$ cat config.mk
export PLATFORM = sky130hd
export DESIGN_NAME = regfile_wb_arbiter
export DESIGN_NICKNAME = d
export VERILOG_FILES = /design/src/rtl/regfile_pkg.sv /design/src/rtl/wb_slot.sv /design/src/rtl/regfile_wb_arbiter.sv
export SDC_FILE = /design/constraint.sdc
export NUM_CORES = 1
export LEC_CHECK = 0
export CELL_PAD_IN_SITES_DETAIL_PLACEMENT = 0
export CELL_PAD_IN_SITES_GLOBAL_PLACEMENT = 1
export CORE_UTILIZATION = 28
export CTS_BUF_LIST = sky130_fd_sc_hd__clkbuf_8
export DETAILED_ROUTE_END_ITERATION = 16
export PLACE_DENSITY = 0.73
export RECOVER_POWER = 100
export REMOVE_ABC_BUFFERS = 1
export SYNTH_ARGS = -nofsm -noshare
export SYNTH_HDL_FRONTEND = slang
export SYNTH_SLANG_ARGS = --single-unit
$ cat constraint.sdc
create_clock -name clk -period 1.8 [get_ports clk]
set_input_delay 0.36 -clock clk [delete_from_list [all_inputs] [get_ports clk]]
set_output_delay 0.36 -clock clk [all_outputs]
set_load 0.005 [all_outputs]
$ cat src/rtl/regfile_pkg.sv
// Shared types and default widths for the register-file writeback arbiter.
package regfile_pkg;

  localparam int REG_AW = 4;
  localparam int DATA_W = 16;

  typedef struct packed {
    logic              full;
    logic [REG_AW-1:0] dst;
    logic [DATA_W-1:0] data;
  } wb_entry_t;

  typedef enum logic [1:0] {
    GNT_NONE,
    GNT_A,
    GNT_B
  } wb_grant_t;

endpackage

$ cat src/rtl/wb_slot.sv
// One-entry writeback holding slot: latches an accepted request and frees itself
// when its write is granted, unless refilled on that same edge.
module wb_slot
  import regfile_pkg::*;
#(
  parameter int REG_AW = regfile_pkg::REG_AW,
  parameter int DATA_W = regfile_pkg::DATA_W
) (
  input  logic              clk,
  input  logic              rst,
  input  logic              valid,
  input  logic              grant,
  input  logic [REG_AW-1:0] req_reg,
  input  logic [DATA_W-1:0] req_data,
  output logic              ready,
  output logic              load,
  output logic              full,
  output logic [REG_AW-1:0] entry_dst,
  output logic [DATA_W-1:0] entry_data
);

  // A draining slot can take a new entry in the same cycle, giving one write per cycle.
  assign ready = !full || grant;
  assign load  = valid && ready;

  // NOTE: sequential state uses non-blocking assignments so every flop samples
  // pre-edge values regardless of statement order.
  always_ff @(posedge clk) begin
    if (rst) begin
      full <= 1'b0;
    end else if (load) begin
      full <= 1'b1;
    end else if (grant) begin
      full <= 1'b0;
    end
  end

  // NOTE: the payload is not reset; it is only observed while full is set,
  // so clearing it would add reset fan-out for no functional gain.
  always_ff @(posedge clk) begin
    if (load) begin
      entry_dst  <= req_reg;
      entry_data <= req_data;
    end
  end

endmodule

$ cat src/rtl/regfile_wb_arbiter.sv
// Arbitrates two writeback requesters onto the single register-file write port,
// oldest entry first, and publishes pending-write busy/hazard information.
module regfile_wb_arbiter
  import regfile_pkg::*;
#(
  parameter int DATA_W    = regfile_pkg::DATA_W,
  parameter int REG_AW    = regfile_pkg::REG_AW,
  parameter bit TIE_FIRST = 1'b0
) (
  input  logic                   clk,
  input  logic                   rst,
  input  logic                   a_valid,
  output logic                   a_ready,
  input  logic [REG_AW-1:0]      a_reg,
  input  logic [DATA_W-1:0]      a_data,
  input  logic                   b_valid,
  output logic                   b_ready,
  input  logic [REG_AW-1:0]      b_reg,
  input  logic [DATA_W-1:0]      b_data,
  output logic                   WriteReg,
  output logic [REG_AW-1:0]      DstReg,
  output logic [DATA_W-1:0]      DstData,
  input  logic [REG_AW-1:0]      SrcReg1,
  input  logic [REG_AW-1:0]      SrcReg2,
  output logic                   hazard1,
  output logic                   hazard2,
  output logic [2**REG_AW-1:0]   busy_mask
);

  wb_grant_t         grant;
  logic              grant_a, grant_b;
  logic              a_load, b_load, a_full, b_full;
  logic [REG_AW-1:0] a_dst, b_dst;
  logic [DATA_W-1:0] a_held, b_held;
  logic              a_older;
  logic              tie_ptr;
  logic              tie;

  assign grant_a = (grant == GNT_A);
  assign grant_b = (grant == GNT_B);

  wb_slot #(.REG_AW(REG_AW), .DATA_W(DATA_W)) u_slot_a (
    .clk        (clk),
    .rst        (rst),
    .valid      (a_valid),
    .grant      (grant_a),
    .req_reg    (a_reg),
    .req_data   (a_data),
    .ready      (a_ready),
    .load       (a_load),
    .full       (a_full),
    .entry_dst  (a_dst),
    .entry_data (a_held)
  );

  wb_slot #(.REG_AW(REG_AW), .DATA_W(DATA_W)) u_slot_b (
    .clk        (clk),
    .rst        (rst),
    .valid      (b_valid),
    .grant      (grant_b),
    .req_reg    (b_reg),
    .req_data   (b_data),
    .ready      (b_ready),
    .load       (b_load),
    .full       (b_full),
    .entry_dst  (b_dst),
    .entry_data (b_held)
  );

  // NOTE: every always_comb output gets a default first so no path leaves it
  // unassigned, which would otherwise infer a latch.
  always_comb begin
    grant = GNT_NONE;
    if (a_full && b_full) begin
      grant = a_older ? GNT_A : GNT_B;
    end else if (a_full) begin
      grant = GNT_A;
    end else if (b_full) begin
      grant = GNT_B;
    end
  end

  always_comb begin
    WriteReg = 1'b0;
    DstReg   = '0;
    DstData  = '0;
    case (grant)
      GNT_A: begin
        WriteReg = 1'b1;
        DstReg   = a_dst;
        DstData  = a_held;
      end
      GNT_B: begin
        WriteReg = 1'b1;
        DstReg   = b_dst;
        DstData  = b_held;
      end
      default: ;
    endcase
  end

  assign tie = a_load && b_load && !a_full && !b_full;

  // A slot that stays occupied across the edge is always older than a fresh
  // load into the other slot; a double load with one slot refilling treats the
  // previously empty slot as older.
  always_ff @(posedge clk) begin
    if (rst) begin
      a_older <= 1'b0;
      tie_ptr <= TIE_FIRST;
    end else if (tie) begin
      a_older <= (tie_ptr == 1'b0);
      tie_ptr <= ~tie_ptr;
    end else if (a_load && b_load) begin
      a_older <= !a_full;
    end else if (a_load) begin
      a_older <= !(b_full && !grant_b);
    end else if (b_load) begin
      a_older <= a_full && !grant_a;
    end
  end

  always_comb begin
    busy_mask = '0;
    if (a_full) busy_mask[a_dst] = 1'b1;
    if (b_full) busy_mask[b_dst] = 1'b1;
  end

  assign hazard1 = busy_mask[SrcReg1];
  assign hazard2 = busy_mask[SrcReg2];

endmodule

==> impl_metrics.yaml, run 1 <==
power:
  power_leakage_nw: 1.923
  power.density_mw_per_mm2: 562.5
  total_power_mw: 2.610
  power_frac_comb_pct: 25.8
  power.share.clock_pct: 27.8
  internal_power_mw: 1.986
  switching_share_pct: 23.89
  pwr-share-seq_pct: 46.4
  max-vdd-ir-drop_uv: 541.9
  p_switching_mw: 0.6235
synth:
  ys_seq_area_share_pct: 57.17
  ys_ff_latch: 44
  synth_common_cells: "40 x edfxtp_1, 20 x a22o_1, 15 x o22ai_1"
  synthCells: 183
  avgSynthCellArea_um2: 12.25
  ys.flop_type: "edfxtp_1"
  synth_warnings: 0
  yosysTopAreaCell: "edfxtp_1"
  synth_top_area_share_pct: 53.60
  yosysMostFrequentCell: "edfxtp_1"
  synthTopCellsByArea: "edfxtp_1 54%, a22o_1 7.8%, o22ai_1 4.2%, dfxtp_1 3.6%, o221ai_1 2.7%"
  synth_cell_type_count: 35
  synth_edf_count: 40
  synth_area_mm2: 0.002241
  synth-async-reset-ratio_pct: 0
sta:
  setup_violations: 40
  fmax_mhz: 412.6
  period_share_pct: 134.6
  drv_slew: 0
  relSlewSlack_pct: 74.23
  rsz0062_at_grt: "yes"
  worst_slack_ns: -0.6235
  finalClockSkew_ns: 0.004110
  finalHoldViolCount: 0
  period_minus_slack_ns: 2.423
  tightestPinTransition_ns: 0.3853
final_layout:
  area_delta_synth_final_pct: 107.0
  layout.cells.non_filler: 493
  design_area_mm2: 0.004639
  drive_gt1_share_pct: 52.31
  fin_util_pct: 60.04
  final_nets: 441
critical_path:
  cp_slowest_cell: "edfxtp_1"
  crit_buf_inv: 3
  crit_fanout: 4
  crit_chain: "buf_6, nand3b_1, o22ai_1, buf_4, nor2_1, mux2i_1, a211o_1, buf_2"
  r2r_start: "u_slot_b.full$_SDFFE_PP0P_"
  r2r_setup_slack_ns: 0.06
  endpoint_kind: "output port"
  max_stage_delay_ns: 0.45
  crit_family: "flip-flops"
  worst-endpoint-arrival_ns: 2.06
  path_class: "register to output port"
  r2r-end: "u_slot_b.entry_data[5]$_DFFE_PP_"
  worstRegToRegCells: 8
  start_kind: "register"
  cp.required_ns: 1.44
cts:
  cts_buffer_depth: 2
  clkSinkCount: 44
  cts-root-buf: "clkbuf_8"
  htree_num_levels: 2
  insertion_delay_ns: 0.30
  cts-buffers-inserted: 5
  cts_tree: "yes"
  hold_buffers: 0
  path_clk_slew_ns: 0.08
routing:
  drt_iter0_markers: 94
  drt-pass1-iter-count: 4
  vias: 2377
  drcViolationCount: 0
  finalWirelength_mm: 8.068
  ant_nets: 0
  via_per_inst: 4.822
  wl_per_cell_um: 16.37
worst_hold_path:
  worstHoldStart: "tie_ptr$_SDFFE_PP0P_"
  hold_class: "register to register"
  hold_end: "tie_ptr$_SDFFE_PP0P_"
  min_path_cells: 2
die:
  die_y_um: 91.46
  core_area_mm2: 0.007727
  die_area_mm2: 0.008365
  die_w_um: 91.46
  placementRows: 32
  num_io_pins: 93
  initial_core_util_pct: 29.00
run_status:
  violations: "setup timing"
  outcome: "finished, violations left"
grt:
  grt_pass1_wl_mm: 12.26
  antenna_found_initial: 1
  grt-ovfl-total: 0
  grt_util_all_layers_pct: 19.21
  grt_max_degree: 21
  grt_pass1_vias: 2485
placement:
  hpwl_mm: 4.976
  place_ws_ns: -0.7534
  gp_congestion: 0.7916
  placed_cell_area_mm2: 0.003699
  portBuffers: 92
  dpl.cell_count: 423
flow_run:
  maxCapViolations: 0
## power groups by stage
stage / combinational, mW / clock (mW) / sequential, mW
floorplan: 0.164 / 0 / 1.23
global route: 0.717 / 0.786 / 1.22
finish: 0.674 / 0.725 / 1.21
global placement: 0.530 / 0 / 1.23
CTS: 0.667 / 0.742 / 1.21
detailed placement: 0.532 / 0 / 1.23
## stage by stage
| stage | TNS (ns) | hold slack (ns) |
|---|---|---|
| finish | -10.07 | 0.5255 |
| global route | -12.72 | 0.5629 |
| detailed placement | -10.52 | 0.5147 |
| global placement | -10.10 | 0.5109 |
| floorplan | -1.565 | 0.4291 |
| CTS | -10.39 | 0.5323 |
## timing repair
item | CTS | global route
resized for setup | 272 | 28
cloned | 4 | 0
pin swaps | 50 | 19
buffers inserted | 56 | 17
endpoints found under the setup margin | 41 | 41
hold endpoints to repair | 0 | 0
## how the worst max path moves through the flow
stage | slack, ns | depth (start not counted) | to | start
after floorplan | -0.05 | 5 | hazard1 | u_slot_a.entry_dst[3]$_DFFE_PP_
final | -0.62 | 8 | hazard1 | u_slot_b.entry_dst[2]$_DFFE_PP_
after global routing | -0.68 | 7 | hazard2 | u_slot_a.entry_dst[2]$_DFFE_PP_
after detailed placement | -0.75 | 6 | hazard1 | SrcReg1[0]
after CTS | -0.59 | 7 | hazard2 | u_slot_a.entry_dst[2]$_DFFE_PP_
after global placement | -0.71 | 5 | hazard2 | SrcReg2[0]
## flip-flops by register name, indices dropped and copies added, names as in the netlist
signal / flops
a_older: 1
tie_ptr: 1
u_slot_a.entry_data: 16
u_slot_a.entry_dst: 4
u_slot_a.full: 1
u_slot_b.entry_data: 16
u_slot_b.entry_dst: 4
u_slot_b.full: 1
## kinds of logic (layout without fill, tap and decap cells)
family,Yosys count,after routing,synth area share [%]
buffers and inverters,15,219,3.462
AND/OR/NAND/NOR,56,59,13.62
XOR/XNOR,1,1,0.3909
AO/OA/AOI/OAI,61,61,22.67
multiplexers,6,6,2.680
other,0,1,0
flip-flops,44,44,57.17
## per-layer routing
layer | GRT usage, % | share of wire, % | up-vias
li1 | - | - | 1156
met1 | 20.26 | 38 | 1103
met2 | 34.96 | 50 | 100
met3 | 6.030 | 8.3 | 18
met4 | 8.069 | 3.0 | 0
met5 | 0 | 0 | -
## area by class of cell
| type | instances | area [um^2] |
|---|---|---|
| Fill cell | 619 | 3088 |
| Timing Repair Buffer | 208 | 1941 |
| Sequential cell | 44 | 1289 |
| Multi-Input combinational cell | 127 | 1162 |
| Tap cell | 102 | 127.6 |
| Clock buffer | 5 | 68.82 |
| Clock inverter | 3 | 37.54 |
| Inverter | 3 | 11.26 |
| Antenna cell | 1 | 2.502 |
## layout by cell type (no fill, tap or decap), drive strengths merged, types with 2 or more instances in the layout
cell,instances
nand3b,4
o211ai,5
clkinv,2
clkbuf,8
a21oi,2
dlygate4sd3,41
or3b,2
a211o,2
nor2,14
inv,3
o22ai,19
clkdlybuf4s50,10
and3,2
o221ai,7
nor3,4
nand2b,7
o2111ai,3
a22o,20
nand3,3
nor2b,3
mux2i,6
dfxtp,4
buf,152
nor3b,3
or2,3
edfxtp,40
nand2,8
and2,5
## worst register-to-register path, stage by stage (launching register included)
cell	delay [ns]
dfxtp_4	0.36
buf_6	0.13
buf_6	0.11
nand3_4	0.08
clkbuf_1	0.13
buf_6	0.09
buf_4	0.10
and2_1	0.11
buf_4	0.28
(Power assumes the default switching activity.)
==> run 2: changes to the inputs <==
GPL_TIMING_DRIVEN = 1   (was not set)
RECOVER_POWER = 50   (was 100)
==> impl_metrics.yaml, run 2 (synthesis gave the netlist of run 1 again) <==
run_status:
  violations: "setup timing"
  outcome: "finished, violations left"
final_layout:
  design_area_mm2: 0.004674
  layout.cells.non_filler: 493
  area_delta_synth_final_pct: 108.6
  final_nets: 441
  final_cell_mix: "76 x buf_6, 49 x buf_4, 41 x dlygate4sd3_1"
  fin_util_pct: 60.49
  reg.largest.list: "u_slot_a.entry_data: 16 flops, u_slot_b.entry_data: 16 flops"
  final_common_cell: "buf_6"
  drive_gt1_share_pct: 52.82
grt:
  grt_pass1_vias: 2485
  use_met3_pct: 6.030
  grt_busiest_layer: "met2"
  global_route.usage.met1_pct: 20.26
  grt_util_all_layers_pct: 19.21
  grt_pass1_wl_mm: 12.26
  grt-ovfl-total: 0
  grt_max_degree: 21
  antenna_found_initial: 1
  met2_usage_pct: 34.96
die:
  placementRows: 32
  die_area_mm2: 0.008365
  die_w_um: 91.46
  die_y_um: 91.46
  core_area_mm2: 0.007727
  initial_core_util_pct: 29.00
  num_io_pins: 93
critical_path:
  max_stage_delay_ns: 0.45
  path_class: "register to output port"
  cp.required_ns: 1.44
  cp_slowest_cell: "edfxtp_1"
  crit_buf_inv: 3
  worst-endpoint-arrival_ns: 2.07
  crit_chain: "buf_6, nand3b_1, o22ai_1, buf_4, nor2_1, mux2i_1, a211o_1, buf_2"
  endpoint_kind: "output port"
  crit_family: "flip-flops"
  start_kind: "register"
  crit_fanout: 4
placement:
  gp_congestion: 0.7916
  portBuffers: 92
  hpwl_mm: 4.976
  place_ws_ns: -0.7534
  dpl.cell_count: 423
  placed_cell_area_mm2: 0.003699
sta:
  rsz0062_at_grt: "yes"
  fmax_mhz: 411.5
  relSlewSlack_pct: 74.59
  setup_violations: 40
  setup-tns-final_ns: -10.25
  tightestPinTransition_ns: 0.3800
  drv_slew: 0
  finalHoldViolCount: 0
  hold-worst-slack_ns: 0.5332
  finalClockSkew_ns: 0.004358
  period_share_pct: 135.0
  period_minus_slack_ns: 2.430
  worst_slack_ns: -0.6303
power:
  power_leakage_nw: 1.939
  max-vdd-ir-drop_uv: 540.8
  power.density_mw_per_mm2: 561.0
  total_power_mw: 2.622
routing:
  drt_iter0_markers: 94
  drt-pass1-iter-count: 6
  drcViolationCount: 0
  wl_per_cell_um: 16.43
  via_per_inst: 4.828
  vias: 2380
  ant_nets: 0
  finalWirelength_mm: 8.098
cts:
  cts_tree: "yes"
  cts-root-buf: "clkbuf_8"
  cts-buffers-inserted: 5
  clkSinkCount: 44
  hold_buffers: 0
  insertion_delay_ns: 0.30
  htree_num_levels: 2
  cts_buffer_depth: 2
  path_clk_slew_ns: 0.08
flow_run:
  maxCapViolations: 0
worst_hold_path:
  hold_class: "register to register"
[run 2: what timing repair did]
item	CTS	global route
setup endpoints to repair	41	41
gates resized for setup	272	28
setup buffers	56	17
pin swaps	50	19
gates cloned	4	0
[run 2: metal layers]
| metal | up-vias | share of wire (%) |
|---|---|---|
| met2 | 98 | 50 |
| li1 | 1155 | - |
| met5 | - | 0 |
| met4 | 0 | 3.0 |
| met3 | 18 | 7.9 |
| met1 | 1109 | 39 |
[run 2: final timing paths]
kind / start / to / slack [ns] / cells past startpoint
setup / recovery: u_slot_b.entry_dst[2]$_DFFE_PP_ / hazard1 / -0.63 / 8
hold / removal: tie_ptr$_SDFFE_PP0P_ / tie_ptr$_SDFFE_PP0P_ / 0.53 / 2
setup reg to reg: u_slot_b.full$_SDFFE_PP0P_ / u_slot_b.entry_data[5]$_DFFE_PP_ / 0.15 / 8
hold reg to reg: tie_ptr$_SDFFE_PP0P_ / tie_ptr$_SDFFE_PP0P_ / 0.53 / 2
[run 2: worst register-to-register path, cell delays in order, from the launching register on]
cell,delay (ns)
dfxtp_4,0.37
buf_6,0.12
buf_6,0.10
nand3_4,0.10
buf_6,0.15
buf_6,0.10
buf_4,0.13
and2_1,0.17
buf_12,0.16
[run 2: power breakdown]
group / switching [mW] / internal [mW]
sequential: 0.0298 / 1.18
clock: 0.324 / 0.404
combinational: 0.275 / 0.409
total: 0.629 / 1.99
[run 2: area by class of cell]
cell class | count | area, um^2
Multi-Input combinational cell | 127 | 1165
Timing Repair Buffer | 208 | 1973
Tap cell | 102 | 127.6
Inverter | 3 | 11.26
Antenna cell | 1 | 2.502
Clock inverter | 3 | 37.54
Sequential cell | 44 | 1289
Fill cell | 616 | 3053
Clock buffer | 5 | 68.82
